===== src/rtl/dmem_access_ctrl.sv =====
// dmem_access_ctrl: load/store initiator for the data RAM port.
// Converts MIPS byte-addressed lw/lh/lhu/lb/lbu/sw/sh/sb into word-addressed
// RAM cycles. Sub-word stores use read-modify-write so that every RAM write is
// a full word. Misaligned or out-of-range requests complete with err set and
// never touch the RAM.
module dmem_access_ctrl #(
    parameter logic [31:0] BASE_ADDR = 32'h10010000,
    parameter int          ADDR_W    = 11
) (
    input  logic              clk,
    input  logic              rst,
    input  logic              req,
    input  logic [2:0]        op,
    input  logic [31:0]       addr,
    input  logic [31:0]       wdata,
    output logic              busy,
    output logic              done,
    output logic              err,
    output logic [31:0]       rdata,
    output logic              ram_ena,
    output logic              ram_wena,
    output logic [1:0]        ram_instr,
    output logic [ADDR_W-1:0] ram_addr,
    output logic [31:0]       ram_din,
    input  logic [31:0]       ram_dout
);

    localparam logic [2:0] OP_LW  = 3'd0;
    localparam logic [2:0] OP_LH  = 3'd1;
    localparam logic [2:0] OP_LHU = 3'd2;
    localparam logic [2:0] OP_LB  = 3'd3;
    localparam logic [2:0] OP_LBU = 3'd4;
    localparam logic [2:0] OP_SW  = 3'd5;
    localparam logic [2:0] OP_SH  = 3'd6;
    localparam logic [2:0] OP_SB  = 3'd7;

    typedef enum logic [1:0] {
        S_IDLE  = 2'd0,
        S_READ  = 2'd1,
        S_WRITE = 2'd2,
        S_DONE  = 2'd3
    } state_t;

    state_t             state_q, state_d;
    logic [2:0]         op_q, op_d;
    logic [31:0]        wdata_q, wdata_d;
    logic [1:0]         lane_q, lane_d;
    logic [ADDR_W-1:0]  widx_q, widx_d;
    logic [31:0]        word_q, word_d;
    logic               err_q, err_d;
    logic [31:0]        rdata_q, rdata_d;

    logic [31:0]        off;
    logic               range_err;
    logic               align_err;
    logic               op_is_load;

    // Replace the addressed lane(s) of the captured word with store data.
    function automatic logic [31:0] merge_word(input logic [2:0]  f_op,
                                               input logic [1:0]  f_lane,
                                               input logic [31:0] f_word,
                                               input logic [31:0] f_wd);
        logic [31:0] m;
        m = f_word;
        case (f_op)
            OP_SW: m = f_wd;
            OP_SH: m = f_lane[1] ? {f_wd[15:0], f_word[15:0]}
                                 : {f_word[31:16], f_wd[15:0]};
            OP_SB: begin
                case (f_lane)
                    2'd0:    m = {f_word[31:8], f_wd[7:0]};
                    2'd1:    m = {f_word[31:16], f_wd[7:0], f_word[7:0]};
                    2'd2:    m = {f_word[31:24], f_wd[7:0], f_word[15:0]};
                    default: m = {f_wd[7:0], f_word[23:0]};
                endcase
            end
            default: m = f_word;
        endcase
        return m;
    endfunction

    // Pick the addressed lane(s) out of a RAM word and sign/zero extend.
    function automatic logic [31:0] load_extract(input logic [2:0]  f_op,
                                                 input logic [1:0]  f_lane,
                                                 input logic [31:0] f_word);
        logic [31:0] shifted;
        logic [15:0] half;
        logic [7:0]  byt;
        logic [31:0] r;
        shifted = f_word >> {f_lane, 3'b000};
        half    = shifted[15:0];
        byt     = shifted[7:0];
        case (f_op)
            OP_LH:   r = {{16{half[15]}}, half};
            OP_LHU:  r = {16'h0000, half};
            OP_LB:   r = {{24{byt[7]}}, byt};
            OP_LBU:  r = {24'h000000, byt};
            default: r = f_word;
        endcase
        return r;
    endfunction

    // Request decode: offset into the RAM window and the error conditions.
    always_comb begin
        off       = addr - BASE_ADDR;
        range_err = |off[31:ADDR_W+2];
        align_err = 1'b0;
        case (op)
            OP_LW, OP_SW:         align_err = (off[1:0] != 2'b00);
            OP_LH, OP_LHU, OP_SH: align_err = off[0];
            default:              align_err = 1'b0;
        endcase
    end

    assign op_is_load = (op_q <= OP_LBU);

    // Next-state and datapath register updates.
    always_comb begin
        state_d = state_q;
        op_d    = op_q;
        wdata_d = wdata_q;
        lane_d  = lane_q;
        widx_d  = widx_q;
        word_d  = word_q;
        err_d   = err_q;
        rdata_d = rdata_q;
        case (state_q)
            S_IDLE: begin
                if (req) begin
                    op_d    = op;
                    wdata_d = wdata;
                    lane_d  = off[1:0];
                    widx_d  = off[ADDR_W+1:2];
                    if (range_err || align_err) begin
                        err_d   = 1'b1;
                        state_d = S_DONE;
                    end else begin
                        err_d   = 1'b0;
                        state_d = (op == OP_SW) ? S_WRITE : S_READ;
                    end
                end
            end
            S_READ: begin
                word_d = ram_dout;
                // Load result is registered here so it is valid alongside done.
                if (op_is_load) begin
                    rdata_d = load_extract(op_q, lane_q, ram_dout);
                    state_d = S_DONE;
                end else begin
                    state_d = S_WRITE;
                end
            end
            S_WRITE: state_d = S_DONE;
            S_DONE:  state_d = S_IDLE;
            default: state_d = S_IDLE;
        endcase
    end

    // State and datapath registers.
    always_ff @(posedge clk or posedge rst) begin
        if (rst) begin
            state_q <= S_IDLE;
            op_q    <= 3'd0;
            wdata_q <= 32'h0;
            lane_q  <= 2'd0;
            widx_q  <= '0;
            word_q  <= 32'h0;
            err_q   <= 1'b0;
            rdata_q <= 32'h0;
        end else begin
            state_q <= state_d;
            op_q    <= op_d;
            wdata_q <= wdata_d;
            lane_q  <= lane_d;
            widx_q  <= widx_d;
            word_q  <= word_d;
            err_q   <= err_d;
            rdata_q <= rdata_d;
        end
    end

    // Outputs decode purely from registered state so reset kills a RAM cycle at once.
    always_comb begin
        busy      = (state_q != S_IDLE);
        done      = (state_q == S_DONE);
        err       = (state_q == S_DONE) && err_q;
        rdata     = rdata_q;
        ram_ena   = (state_q == S_READ) || (state_q == S_WRITE);
        ram_wena  = (state_q == S_WRITE);
        ram_instr = 2'b00;
        ram_addr  = ram_ena ? widx_q : '0;
        ram_din   = (state_q == S_WRITE) ? merge_word(op_q, lane_q, word_q, wdata_q) : 32'h0;
    end

endmodule


===== config.mk =====
export PLATFORM = sky130hd
export DESIGN_NAME = dmem_access_ctrl
export DESIGN_NICKNAME = d
export VERILOG_FILES = /design/src/rtl/dmem_access_ctrl.sv
export SDC_FILE = /design/constraint.sdc
export NUM_CORES = 1
export LEC_CHECK = 0
export ABC_AREA = 1
export CAP_MARGIN = 40
export CELL_PAD_IN_SITES_DETAIL_PLACEMENT = 0
export CELL_PAD_IN_SITES_GLOBAL_PLACEMENT = 2
export CORE_ASPECT_RATIO = 1.4
export CORE_MARGIN = 2
export CORE_UTILIZATION = 38
export CTS_CLUSTER_DIAMETER = 200
export DETAILED_ROUTE_END_ITERATION = 16
export DONT_BUFFER_PORTS = 1
export GPL_TIMING_DRIVEN = 1
export PLACE_DENSITY = 0.86
export SYNTH_ARGS = -nofsm -noshare
export SYNTH_HDL_FRONTEND = slang
export SYNTH_SLANG_ARGS = --single-unit
export TNS_END_PERCENT = 20

===== constraint.sdc =====
create_clock -name clk -period 8.15 [get_ports clk]
set_input_delay 1.63 -clock clk [delete_from_list [all_inputs] [get_ports clk]]
set_output_delay 1.63 -clock clk [all_outputs]
set_load 0.01 [all_outputs]

==> impl_metrics.toml <==
[min_path]
holdPathStages = 2
hp-class = "reg -> reg"
whs_endpoint = "widx_q[4]"
holdCritStartpoint = "widx_q[4]"

[sta]
timing.fmax_mhz = 221
report.final.slew_viol_count = 0
grt_setup_unrepaired = "false"
tightestPinTransition_ns = 0.775
fin_crit_sh_pct = 55.4
postLayoutSetupSlackWorst_ns = 3.63
setup_viol = 0
worst_slew_margin_relative_to_its_limit_pct = 48.3
totalNegativeSetupSlack_ns = 0
layout_min_cycle_time_ns = 4.52
hold_ws_ns = 0.481
timing_hold_violations_final = 0
final.setup_skew_ns = 0.0116

[floorplanning]
top_level_ports = 184
core_region_area_mm2 = 0.0167
die_width_um = 114
die-height_um = 159
design.die.area_mm2 = 0.0181
start_util_pct = 38.7
core.rowCount = 56

[place]
hpwl_um = 15500
io_buffers = 0
gp_congestion = 0.877
dpl.cell_count = 1039
place_worst_setup_slack_ns = 4.13

[critical_path]
start_kind = "flip-flop"
r2r-start = "state_q[1]"
r2r_slack_ns = 5.50
critPathArrivalTime_ns = 2.89
timing.critical_path.slowest_stage_cell = "sky130_fd_sc_hd__o21ai_2"
buffers_plus_inverters_on_the_worst_setup_path = 2
critical-path-max-stage-delay_ns = 0.59
path_delay_family = "compound AO/OA/AOI/OAI gates"
timing.critical_path.to_type = "output pin"
crit_path_cell_trace = "o21ai_2 -> inv_1 -> o21ai_4 -> a21oi_4 -> inv_2 -> nand2_1 -> a21oi_1"
criticalPathCategory = "reg -> out"
worstPathMaxFanout = 20
ff2ff_path_depth = 7
end_of_the_worst_register_to_register_path = "rdata[14]"
cp_data_required_time_ns = 6.52

[yosys]
dominant_cells_by_area_after_synthesis = "sky130_fd_sc_hd__dfrtp_1 44%, sky130_fd_sc_hd__nand2_1 12%, sky130_fd_sc_hd__nor2_1 7.9%"
synthSimpleGateAreaFrac_pct = 26.9
post_synth_num_cell_types = 41
synth.yosys.warnings = 0
yosys.area_share.adder_pct = 1.16
combinational_family_with_the_most_area_after_synthesis = "simple AND/OR/NAND/NOR gates"
synthFlopType = "sky130_fd_sc_hd__dfrtp_1"
syn-cell-area_mm2 = 0.00648
synth.ff_latch_count = 115
synth.largest_area_cell = "sky130_fd_sc_hd__dfrtp_1"
compound_cell_area_share_of_the_yosys_netlist_pct = 17.3
synth_enable_flop_cells = 0
synth_xor_xnor_area_share_pct = 0
yosys.area.top_type_share_pct = 44.4
postSynthCellCount = 873
syn_avg_cell_area_um2 = 7.43
seq_area_frac_synth_pct = 44.4
synth-async-reset-ratio_pct = 100
multiplexer_share_of_the_synthesized_area_pct = 1.22

[run]
max-cap-violations = 0

[routing]
route.final.wire_length_um = 20100
drt-initial-drc-count = 376
drtPass1Iterations = 7
route.vias.total = 5740
vias_per_cell = 5.36
wire_per_inst_um = 18.8
route.antenna.remaining_nets = 0
route.detailed.drc = 0

[global_route]
maximum_number_of_pins_on_one_net_before_global_route_repair = 70
grt_first_pass_wirelength_um = 30700
number_of_antenna_violations_at_the_first_check_in_global_routing = 0
grt_pass1_vias = 5611
grt_overflow_total = 0
grt_use_total_pct = 22.4

[layout]
layout_overhead_on_the_synthesized_area_pct = 11.2
mostFrequentLayoutCell = "sky130_fd_sc_hd__nand2_1"
most_used_cells_in_the_layout_excluding_fill_and_tap_cells = "215 x sky130_fd_sc_hd__nand2_1, 137 x sky130_fd_sc_hd__nor2_1, 115 x sky130_fd_sc_hd__dfrtp_1, 87 x sky130_fd_sc_hd__inv_1, 65 x sky130_fd_sc_hd__a21oi_1"
drive_gt1_share_pct = 9.57
finalNetCount = 963
post-route-util_pct = 43.0
stdcell_count = 1070
antennaDiodeCount = 0

[clocking]
cts_hold_buffers = 0
total_clock_buffers_created_by_cts = 17
postCtsResizedCells = 0
htree_num_levels = 4
clkSlewWorstSetupHoldPaths_ns = 0.05
numClockSinks = 115
clock_tree.buffer_depth = 2
cts_setup_buffers = 0
cts.root.buffer_cell = "sky130_fd_sc_hd__clkbuf_16"
tritoncts = "done"
worstSkewPairLatency_ns = 0.42

[power]
power.density_mw_per_mm2 = 444
static_leak_nw = 3.44
irDropWorstVdd_v = 0.000243

[run_status]
outcome = "finished, final reports clean"
==> synthesized netlist by cell type, types with 2 or more instances <==
library cell and number:
sky130_fd_sc_hd__a211oi_1 4, sky130_fd_sc_hd__a21oi_1 65, sky130_fd_sc_hd__a21oi_2 4, sky130_fd_sc_hd__a21oi_4 2, sky130_fd_sc_hd__a22oi_1 2, sky130_fd_sc_hd__a31oi_1 14
sky130_fd_sc_hd__a32oi_1 8, sky130_fd_sc_hd__buf_1 5, sky130_fd_sc_hd__buf_2 9, sky130_fd_sc_hd__buf_4 7, sky130_fd_sc_hd__buf_6 3, sky130_fd_sc_hd__clkbuf_1 20
sky130_fd_sc_hd__dfrtp_1 115, sky130_fd_sc_hd__ha_1 6, sky130_fd_sc_hd__inv_1 88, sky130_fd_sc_hd__inv_2 8, sky130_fd_sc_hd__mux2_2 7, sky130_fd_sc_hd__nand2_1 215
sky130_fd_sc_hd__nand2_2 3, sky130_fd_sc_hd__nand2_4 3, sky130_fd_sc_hd__nand3_1 29, sky130_fd_sc_hd__nand3_2 2, sky130_fd_sc_hd__nand4_1 5, sky130_fd_sc_hd__nor2_1 137
sky130_fd_sc_hd__nor2_4 3, sky130_fd_sc_hd__nor3_1 6, sky130_fd_sc_hd__nor4_1 7, sky130_fd_sc_hd__o211ai_1 5, sky130_fd_sc_hd__o21ai_0 55, sky130_fd_sc_hd__o21ai_1 2
sky130_fd_sc_hd__o21ai_2 2, sky130_fd_sc_hd__o21ai_4 3, sky130_fd_sc_hd__o221ai_1 7, sky130_fd_sc_hd__o22ai_1 9, sky130_fd_sc_hd__or2_2 7
==> through the flow <==
| step | power (W) | cell area (um2) |
|---|---|---|
| floorplan | 0.00211 | 6490 |
| global placement | 0.00240 | 6550 |
| detailed placement | 0.00246 | 6620 |
| CTS | 0.00322 | 7210 |
| global route | 0.00346 | 7210 |
| finish | 0.00320 | 7210 |
==> metal layers <==
layer / global-route usage (%) / part of all wire, % / up-vias
li1: - / - / 2796
met1: 25.9 / 39 / 2675
met2: 37.1 / 49 / 223
met3: 7.16 / 7.6 / 46
met4: 11.4 / 4.2 / 0
met5: 0 / 0 / -
==> cells by family (layout without fill, tap and decap cells) <==
family / count (synthesis) / after routing
adder cells (fa/ha/maj): 6 / 6
AO/OA/AOI/OAI: 184 / 184
buffers and inverters: 140 / 133
multiplexers: 7 / 7
other: 1 / 2
flip-flops: 115 / 115
AND/OR/NAND/NOR: 420 / 420
==> worst register-to-register path: cells and delay by family (launching register included) <==
| family | cells | cell delay (ns) |
|---|---|---|
| DFF | 1 | 0.41 |
| and+or+nand+nor | 4 | 0.81 |
| buffers and inverters | 2 | 0.75 |
| adders and majority gates | 1 | 0.57 |
==> registers in the layout (all words and copies together), names as in the netlist <==
| register | flops |
|---|---|
| state_q | 2 |
| wdata_q | 32 |
| widx_q | 11 |
| rdata | 32 |
| op_q | 3 |
| word_q | 32 |
| lane_q | 2 |
| err_q | 1 |
==> final cells by class <==
cell class | count | area, um2
Timing Repair Buffer | 6 | 92.6
Sequential cell | 115 | 2880
Fill cell | 1770 | 9540
Clock inverter | 10 | 133
Inverter | 96 | 363
Multi-Input combinational cell | 619 | 3030
Tap cell | 203 | 254
Clock buffer | 21 | 460
==> worst max path at each step <==
stage          startpoint           to  slack (ns)  depth (start not counted)
2_1_floorplan         rst        err_q        3.48                          1
3_3_place_gp      op_q[0]  ram_din[23]        4.19                          5
3_5_place_dp      op_q[1]   ram_din[6]        4.13                          7
4_1_cts           op_q[1]  ram_din[23]        3.67                          5
5_1_grt           op_q[1]   ram_din[6]        3.47                          7
6_report          op_q[1]   ram_din[2]        3.63                          7
==> where the power goes <==
group          switching [W]  leakage, nW  total [W]  internal, W
clock               0.000258        0.296   0.000750     0.000492
sequential          0.000282         1.36    0.00114     0.000853
combinational       0.000909         1.79    0.00132     0.000409
total                0.00145         3.44    0.00320      0.00175
Power figures use the tool's default switching activity.
